[src/rtl/lfsr_test_controller_if.sv]
// Signal bundle between the LFSR characterisation controller, the LFSR under test
// and the top-level test/status logic.
interface lfsr_test_controller_if #(
  parameter int N = 14
);
  // Handshake: start is a one-cycle request accepted only while idle (!busy && !done).
  // Results are valid while done is high and are held until ack, which returns to idle.
  // abort cancels an in-flight run (busy); it is a no-op otherwise.
  logic         start;
  logic         abort;
  logic         ack;
  logic         lfsr_msb;
  logic         lfsr_max_tick;
  logic         lfsr_load;
  logic         lfsr_en;
  logic         busy;
  logic         done;
  logic         pass;
  logic         timeout;
  logic [N-1:0] ones_count;
  logic [N-1:0] zeros_count;
  logic [N-1:0] period;

  modport master (
    output start, abort, ack, lfsr_msb, lfsr_max_tick,
    input  lfsr_load, lfsr_en, busy, done, pass, timeout,
    input  ones_count, zeros_count, period
  );

  modport slave (
    input  start, abort, ack, lfsr_msb, lfsr_max_tick,
    output lfsr_load, lfsr_en, busy, done, pass, timeout,
    output ones_count, zeros_count, period
  );
endinterface

[src/rtl/lfsr_test_controller.sv]
// Runs one full-period characterisation of an N-bit maximal LFSR: load seed, count
// MSB ones/zeros until the state returns to the seed, then judge period and balance.
module lfsr_test_controller #(
  parameter int N = 14
) (
  input  logic                   clk,
  input  logic                   reset,
  lfsr_test_controller_if.slave  bus,
  output logic [2:0]             o_dbg_state
);

  typedef enum logic [2:0] {
    S_IDLE  = 3'd0,
    S_LOAD  = 3'd1,
    S_RUN   = 3'd2,
    S_CHECK = 3'd3,
    S_DONE  = 3'd4
  } state_t;

  localparam logic [N-1:0] C_FULL    = {N{1'b1}};
  localparam logic [N-1:0] C_HALF    = {1'b1, {(N-1){1'b0}}};
  localparam logic [N-1:0] C_HALF_M1 = {1'b0, {(N-1){1'b1}}};

  state_t       r_state;
  state_t       w_next;
  logic [N-1:0] r_ones;
  logic [N-1:0] r_zeros;
  logic [N-1:0] r_period;
  logic         r_pass;
  logic         r_timeout;

  logic         w_clear;
  logic         w_count;
  logic         w_set_timeout;
  logic         w_eval;
  logic         w_abort;

  always_ff @(posedge clk or negedge reset) begin
    if (!reset) begin
      r_state <= S_IDLE;
    end else begin
      r_state <= w_next;
    end
  end

  always_comb begin
    w_next        = r_state;
    w_clear       = 1'b0;
    w_count       = 1'b0;
    w_set_timeout = 1'b0;
    w_eval        = 1'b0;
    w_abort       = 1'b0;
    case (r_state)
      S_IDLE: begin
        if (bus.start) begin
          w_next  = S_LOAD;
          w_clear = 1'b1;
        end
      end
      S_LOAD: begin
        if (bus.abort) begin
          w_next  = S_IDLE;
          w_abort = 1'b1;
        end else begin
          w_next = S_RUN;
        end
      end
      S_RUN: begin
        // The seed is seen with period==0 on the first RUN cycle; only a later
        // max_tick marks the return to seed.
        if (bus.abort) begin
          w_next  = S_IDLE;
          w_abort = 1'b1;
        end else if (bus.lfsr_max_tick && (r_period != '0)) begin
          w_next = S_CHECK;
        end else if (r_period == C_FULL) begin
          w_next        = S_CHECK;
          w_set_timeout = 1'b1;
        end else begin
          w_count = 1'b1;
        end
      end
      S_CHECK: begin
        if (bus.abort) begin
          w_next  = S_IDLE;
          w_abort = 1'b1;
        end else begin
          w_next = S_DONE;
          w_eval = 1'b1;
        end
      end
      S_DONE: begin
        if (bus.ack) begin
          w_next = S_IDLE;
        end
      end
      default: begin
        w_next = S_IDLE;
      end
    endcase
  end

  always_ff @(posedge clk or negedge reset) begin
    if (!reset) begin
      r_ones    <= '0;
      r_zeros   <= '0;
      r_period  <= '0;
      r_pass    <= 1'b0;
      r_timeout <= 1'b0;
    end else begin
      if (w_clear) begin
        r_ones    <= '0;
        r_zeros   <= '0;
        r_period  <= '0;
        r_pass    <= 1'b0;
        r_timeout <= 1'b0;
      end
      if (w_abort) begin
        r_pass    <= 1'b0;
        r_timeout <= 1'b0;
      end
      if (w_count) begin
        if (bus.lfsr_msb) begin
          r_ones <= r_ones + 1'b1;
        end else begin
          r_zeros <= r_zeros + 1'b1;
        end
        r_period <= r_period + 1'b1;
      end
      if (w_set_timeout) begin
        r_timeout <= 1'b1;
      end
      if (w_eval) begin
        r_pass <= !r_timeout && (r_period == C_FULL) &&
                  (r_ones == C_HALF) && (r_zeros == C_HALF_M1);
      end
    end
  end

  // Enable drops in the abort cycle so the LFSR does not advance past the frozen counts.
  assign bus.lfsr_load   = (r_state == S_LOAD);
  assign bus.lfsr_en     = (r_state == S_RUN) && !bus.abort;
  assign bus.busy        = (r_state == S_LOAD) || (r_state == S_RUN) || (r_state == S_CHECK);
  assign bus.done        = (r_state == S_DONE);
  assign bus.pass        = r_pass;
  assign bus.timeout     = r_timeout;
  assign bus.ones_count  = r_ones;
  assign bus.zeros_count = r_zeros;
  assign bus.period      = r_period;
  assign o_dbg_state     = r_state;

endmodule

[src/flat_wrapper.sv]
// flat-port wrapper written by rule: the top's interface ports become plain ports
module lfsr_test_controller_flat 
#(
  parameter int N = 14
)
  (clk, reset, o_dbg_state, bus_start, bus_abort, bus_ack, bus_lfsr_msb, bus_lfsr_max_tick, bus_lfsr_load, bus_lfsr_en, bus_busy, bus_done, bus_pass, bus_timeout, bus_ones_count, bus_zeros_count, bus_period);
  lfsr_test_controller_if #(.N(N)) bus_i ();
  input  logic clk;
  input  logic reset;
  output logic [2:0] o_dbg_state;
  input wire logic [$bits(bus_i.start)-1:0] bus_start;
  input wire logic [$bits(bus_i.abort)-1:0] bus_abort;
  input wire logic [$bits(bus_i.ack)-1:0] bus_ack;
  input wire logic [$bits(bus_i.lfsr_msb)-1:0] bus_lfsr_msb;
  input wire logic [$bits(bus_i.lfsr_max_tick)-1:0] bus_lfsr_max_tick;
  output wire logic [$bits(bus_i.lfsr_load)-1:0] bus_lfsr_load;
  output wire logic [$bits(bus_i.lfsr_en)-1:0] bus_lfsr_en;
  output wire logic [$bits(bus_i.busy)-1:0] bus_busy;
  output wire logic [$bits(bus_i.done)-1:0] bus_done;
  output wire logic [$bits(bus_i.pass)-1:0] bus_pass;
  output wire logic [$bits(bus_i.timeout)-1:0] bus_timeout;
  output wire logic [$bits(bus_i.ones_count)-1:0] bus_ones_count;
  output wire logic [$bits(bus_i.zeros_count)-1:0] bus_zeros_count;
  output wire logic [$bits(bus_i.period)-1:0] bus_period;
  assign bus_i.start = bus_start;
  assign bus_i.abort = bus_abort;
  assign bus_i.ack = bus_ack;
  assign bus_i.lfsr_msb = bus_lfsr_msb;
  assign bus_i.lfsr_max_tick = bus_lfsr_max_tick;
  assign bus_lfsr_load = bus_i.lfsr_load;
  assign bus_lfsr_en = bus_i.lfsr_en;
  assign bus_busy = bus_i.busy;
  assign bus_done = bus_i.done;
  assign bus_pass = bus_i.pass;
  assign bus_timeout = bus_i.timeout;
  assign bus_ones_count = bus_i.ones_count;
  assign bus_zeros_count = bus_i.zeros_count;
  assign bus_period = bus_i.period;
  lfsr_test_controller #(.N(N)) u_core (.clk(clk), .reset(reset), .bus(bus_i), .o_dbg_state(o_dbg_state));
endmodule
[config.mk]
export PLATFORM = sky130hd
export DESIGN_NAME = lfsr_test_controller_flat
export DESIGN_NICKNAME = d
export VERILOG_FILES = /design/src/rtl/lfsr_test_controller_if.sv /design/src/rtl/lfsr_test_controller.sv /design/src/flat_wrapper.sv
export SDC_FILE = /design/constraint.sdc
export NUM_CORES = 1
export LEC_CHECK = 0
export BUFFER_PORTS_ARGS = -buffer_cell sky130_fd_sc_hd__buf_2
export CAP_MARGIN = 20
export CORE_ASPECT_RATIO = 0.9
export CORE_UTILIZATION = 57
export CTS_BUF_LIST = sky130_fd_sc_hd__clkbuf_8
export CTS_CLUSTER_SIZE = 12
export DETAILED_ROUTE_END_ITERATION = 6
export PLACE_DENSITY_LB_ADDON = 0.12
export SYNTH_ARGS = -nofsm -noshare
export SYNTH_HDL_FRONTEND = slang
export SYNTH_SLANG_ARGS = --single-unit
export TNS_END_PERCENT = 10
[constraint.sdc]
create_clock -name clk -period 3.3 [get_ports clk]
set_input_delay 0 -clock clk [delete_from_list [all_inputs] [get_ports clk]]
set_output_delay 0 -clock clk [all_outputs]
set_load 0.005 [all_outputs]
==> results by group <==
Power and ir drop
  • Static leakage: approximately 1.6 nW
  • Worst voltage drop across the vdd grid: 0.313 mV
  • Pwr per Cell Area: a little under 500 nW/um^2

STA
  • Post-route setup TNS: 0 ns
  • Minimum clock period: 2.78 ns
  • Clock Skew: around 0.011 ns
  • Worst setup slack after layout: 0.521 ns
  • Top achievable clock speed: 0.360 GHz
  • Setup violators final: 0
  • Final critical-path share of the clock period: 84.2%
  • Unrepaired setup endpoints after global routing: false
  • Number of hold-slack violations in the final timing report: 0
  • Worst Tran Pin Value: between 1 and 1.5 ns
  • Tightest slew margin relative to the limit: between 20% and 30%
  • Number of max-slew violations in the final report: 0

Logic synthesis
  • Unique masters post-synth: 52
  • Top cells by area, synth: sky130_fd_sc_hd__dfrtp_1 42%, sky130_fd_sc_hd__o21ai_0 5.5%, sky130_fd_sc_hd__nand2_1 4.9%, sky130_fd_sc_hd__nand3_1 3.7%, sky130_fd_sc_hd__nor4_1 3.3%
  • Yosys top cell area share: a little over two fifths
  • Cell type with the largest total area after synthesis: sky130_fd_sc_hd__dfrtp_1
  • Yosys warning total: 0
  • Post-synth net total: approximately 330
  • Instance count of the mapped netlist: between 300 and 400
  • Synth Register Bits: 47
  • Asr flop ratio synth: 100%
  • Main flop type after synthesis: sky130_fd_sc_hd__dfrtp_1
  • Post-synth EDFFs: 0
  • Avg Inst Size Synth: ~8.9 sq um
  • Summed instance area of the synthesized netlist: about 2800 sq um
  • Share of the yosys chip area belonging to registers: about two fifths
  • Library cell with the highest instance count after synthesis: sky130_fd_sc_hd__dfrtp_1
  • Top cell types by occurrence after synthesis: 47 x sky130_fd_sc_hd__dfrtp_1, 37 x sky130_fd_sc_hd__nand2_1, 31 x sky130_fd_sc_hd__o21ai_0

Global route
  • Vias in the first global route: about 2500
  • Maximum number of pins on one net before global-route repair: 48
  • Global-route wire length before repair: about 12 mm
  • Initial antenna violation count: 0
  • Total routing usage reported by global routing: between 20% and 30%
  • Met3 usage: under 10%
  • Met1 GRT Util: about two fifths
  • Leftover overflow at the end of global routing: 0
  • Gr busiest metal: met2
  • Met2 capacity usage during global routing: between 40% and 50%

Worst setup path
  • Launching element type of the critical path: register
  • Cells traversed along the worst timing path: inv_1 -> ha_1 -> or4b_4 -> o41ai_4 -> a31oi_1 -> a221o_1
  • Crit Reg-Reg Startpoint: u_core.bus.period[1]
  • Worst endpoint required time: 3.50 ns
  • Worst Path Class, Setup: reg -> reg
  • Slowest cell on crit path: sky130_fd_sc_hd__o41ai_4
  • Worst stage delay on the critical path: 0.54 ns
  • Worst reg-to-reg setup slack: 0.52 ns
  • Path depth of the worst reg2reg path: 6
  • Bufs and invs on worst path: 1
  • Crit path launch: u_core.bus.period[1]
  • Critical path peak fanout: 11
  • Crit path arrival time: approximately 3 ns
  • Category of cells accounting for the largest share of critical-path delay: compound AO/OA/AOI/OAI gates
  • Category of the worst setup path capture point: register
  • Endpoint of the most critical register-to-register path: u_core.bus.ones_count[9]

Job
  • Max capacitance violation total: 0

Outcome
  • Result of the run: complete, no violations

Clock network
  • H-Tree Level Count: 2
  • Clock tree from TritonCTS: built
  • Clock sink total: 47
  • Clock Pin Slew Worst Setup and Hold Paths: about 0.10 ns
  • Clock latency on the worst-skew pair: around 0.32 ns
  • Setup Fix Bufs, Post-CTS: 0
  • Clock buffer count from CTS: 5
  • Buffer levels on the longest clock path: 2
  • Clock tree root driver cell: sky130_fd_sc_hd__clkbuf_8

Worst hold path
  • Depth of the worst hold-timing path: 3
  • Min-delay src: bus_start
  • Endpoint of the worst hold path: u_core.o_dbg_state[0]
  • Type of the tightest min-delay check: in -> reg

Place
  • Pre-CTS setup slack: about 0.53 ns
  • Routability congestion estimate from global placement: between 0.8 and 0.9
  • Quantity of I/O buffers inserted on ports: 57
  • Post-DP HPWL: 4.86 mm

Route
  • Routed wire length per instance: approximately 17 microns
  • TritonRoute pass-1 iters: 4
  • Antenna Violating Nets Remaining: 0
  • Number of design rule violations left after detail routing: 0
  • Routed vias/inst: about 6.2
  • Number of DRC markers in iteration 0: around 180
  • Detailed-route wire length: a little over 7 mm
  • Total via count in the routed design: ~2700

Floorplanning
  • Starting utilization of the core area: between 60% and 70%
  • Horizontal die dimension: approximately 76 microns
  • Top-Level Pins: 58
  • Area of the core: roughly 4600 sq um
  • Placement Rows: 23
  • Overall die height: between 60 and 70 microns
  • Die Footprint: about 5200 sq um

Finish
  • Fraction of layout instances using a drive strength above 1: between 20% and 30%
  • Synth-to-Final Area Change: 17.9%
  • Layout net count: between 300 and 400
  • Diodes inserted: 0
## cell usage in the layout, fill, tap and decap left out, types with 2 or more instances in the layout
cell                             n
sky130_fd_sc_hd__bufinv_16       2
sky130_fd_sc_hd__o21ai_1         6
sky130_fd_sc_hd__a31oi_1         3
sky130_fd_sc_hd__nand3b_1        2
sky130_fd_sc_hd__dlygate4sd3_1   3
sky130_fd_sc_hd__a221o_1         2
sky130_fd_sc_hd__mux2i_1         4
sky130_fd_sc_hd__buf_2          58
sky130_fd_sc_hd__nor4_1         15
sky130_fd_sc_hd__clkbuf_8        5
sky130_fd_sc_hd__nand2b_1        5
sky130_fd_sc_hd__inv_1          18
sky130_fd_sc_hd__nand3_1        21
sky130_fd_sc_hd__buf_4           3
sky130_fd_sc_hd__dfrtp_1        47
sky130_fd_sc_hd__and2_1          2
sky130_fd_sc_hd__o31a_1          2
sky130_fd_sc_hd__a21oi_1        16
sky130_fd_sc_hd__or3_1          12
sky130_fd_sc_hd__o211ai_1        2
sky130_fd_sc_hd__o31ai_1         6
sky130_fd_sc_hd__nand4_1         8
sky130_fd_sc_hd__and3_1          5
sky130_fd_sc_hd__nor3_1          7
sky130_fd_sc_hd__and4_1          6
sky130_fd_sc_hd__or3_2           3
sky130_fd_sc_hd__or2_2           2
sky130_fd_sc_hd__nand2_1        37
sky130_fd_sc_hd__nor2_1          9
sky130_fd_sc_hd__a21o_1          8
sky130_fd_sc_hd__ha_1            5
sky130_fd_sc_hd__o21ai_0        31
## final cells by class
type                    count  area (sq um)
clock buffers               5          68.8
multi-input cells         240          1490
clock inverters             3          67.6
repair buffers             65           363
flip-flops and latches     47          1180
fillers                   373          1270
inverters                  18          67.6
well taps                  62          77.6
## routing by layer
metal | share of wire [%] | up-vias | wire length, microns
met5 | 0 | - | 0
met4 | 1.5 | 0 | 112
met3 | 5.5 | 10 | 403
met2 | 48 | 82 | 3460
met1 | 45 | 1314 | 3300
li1 | - | 1315 | -
## through the flow
stage	utilization (%)	area (sq um)	cells	total power, mW	hold slack (ns)
after floorplan	-	2810	315	0.966	-0.296
after global placement	68.1	3120	427	1.11	0.209
after detailed placement	68.1	3120	427	1.12	0.215
after CTS	71.8	3280	438	1.63	0.00692
after global routing	72.3	3310	440	1.73	0.0371
final	72.3	3310	440	1.64	0.00529
## state kept, by name, indices dropped and copies added (netlist names)
register                cells
u_core.bus.pass             1
u_core.bus.zeros_count     14
u_core.bus.period          14
u_core.o_dbg_state          3
u_core.bus.timeout          1
u_core.bus.ones_count      14
## kinds of logic after synthesis
family	count (synthesis)	share of synthesized area [%]
muxes	4	1.43
adders and majority gates	5	2.23
and+or+nand+nor	147	30.3
buffers and inverters	28	5.04
xor gates and xnor gates	1	0.312
DFF	47	41.9
AOI/OAI and AO/OA	83	18.8
## repair_timing
item,4_1_cts,5_1_grt
setup endpoints to repair,0,0
resized for setup,0,0
hold endpoints to repair,49,0
hold buffers,3,0
## where the power goes
group          internal [mW]  switching, mW
Clock                  0.302          0.215
Sequential             0.607         0.0554
Combinational          0.171          0.293
Total                   1.08          0.563
## worst min-delay path, cell delays in order
cell,delay (ns)
sky130_fd_sc_hd__buf_2,0.11
sky130_fd_sc_hd__mux2i_1,0.12
sky130_fd_sc_hd__nor4_1,0.06
## worst max path at each step
stage	to	cells past startpoint
after global routing	u_core.bus.ones_count[2]	6
after global placement	u_core.bus.zeros_count[6]	7
final	u_core.bus.ones_count[9]	6
after detailed placement	u_core.bus.zeros_count[6]	7
after CTS	u_core.bus.zeros_count[4]	6
after floorplan	u_core.bus.ones_count[12]	6
Power figures use the tool's default switching activity.
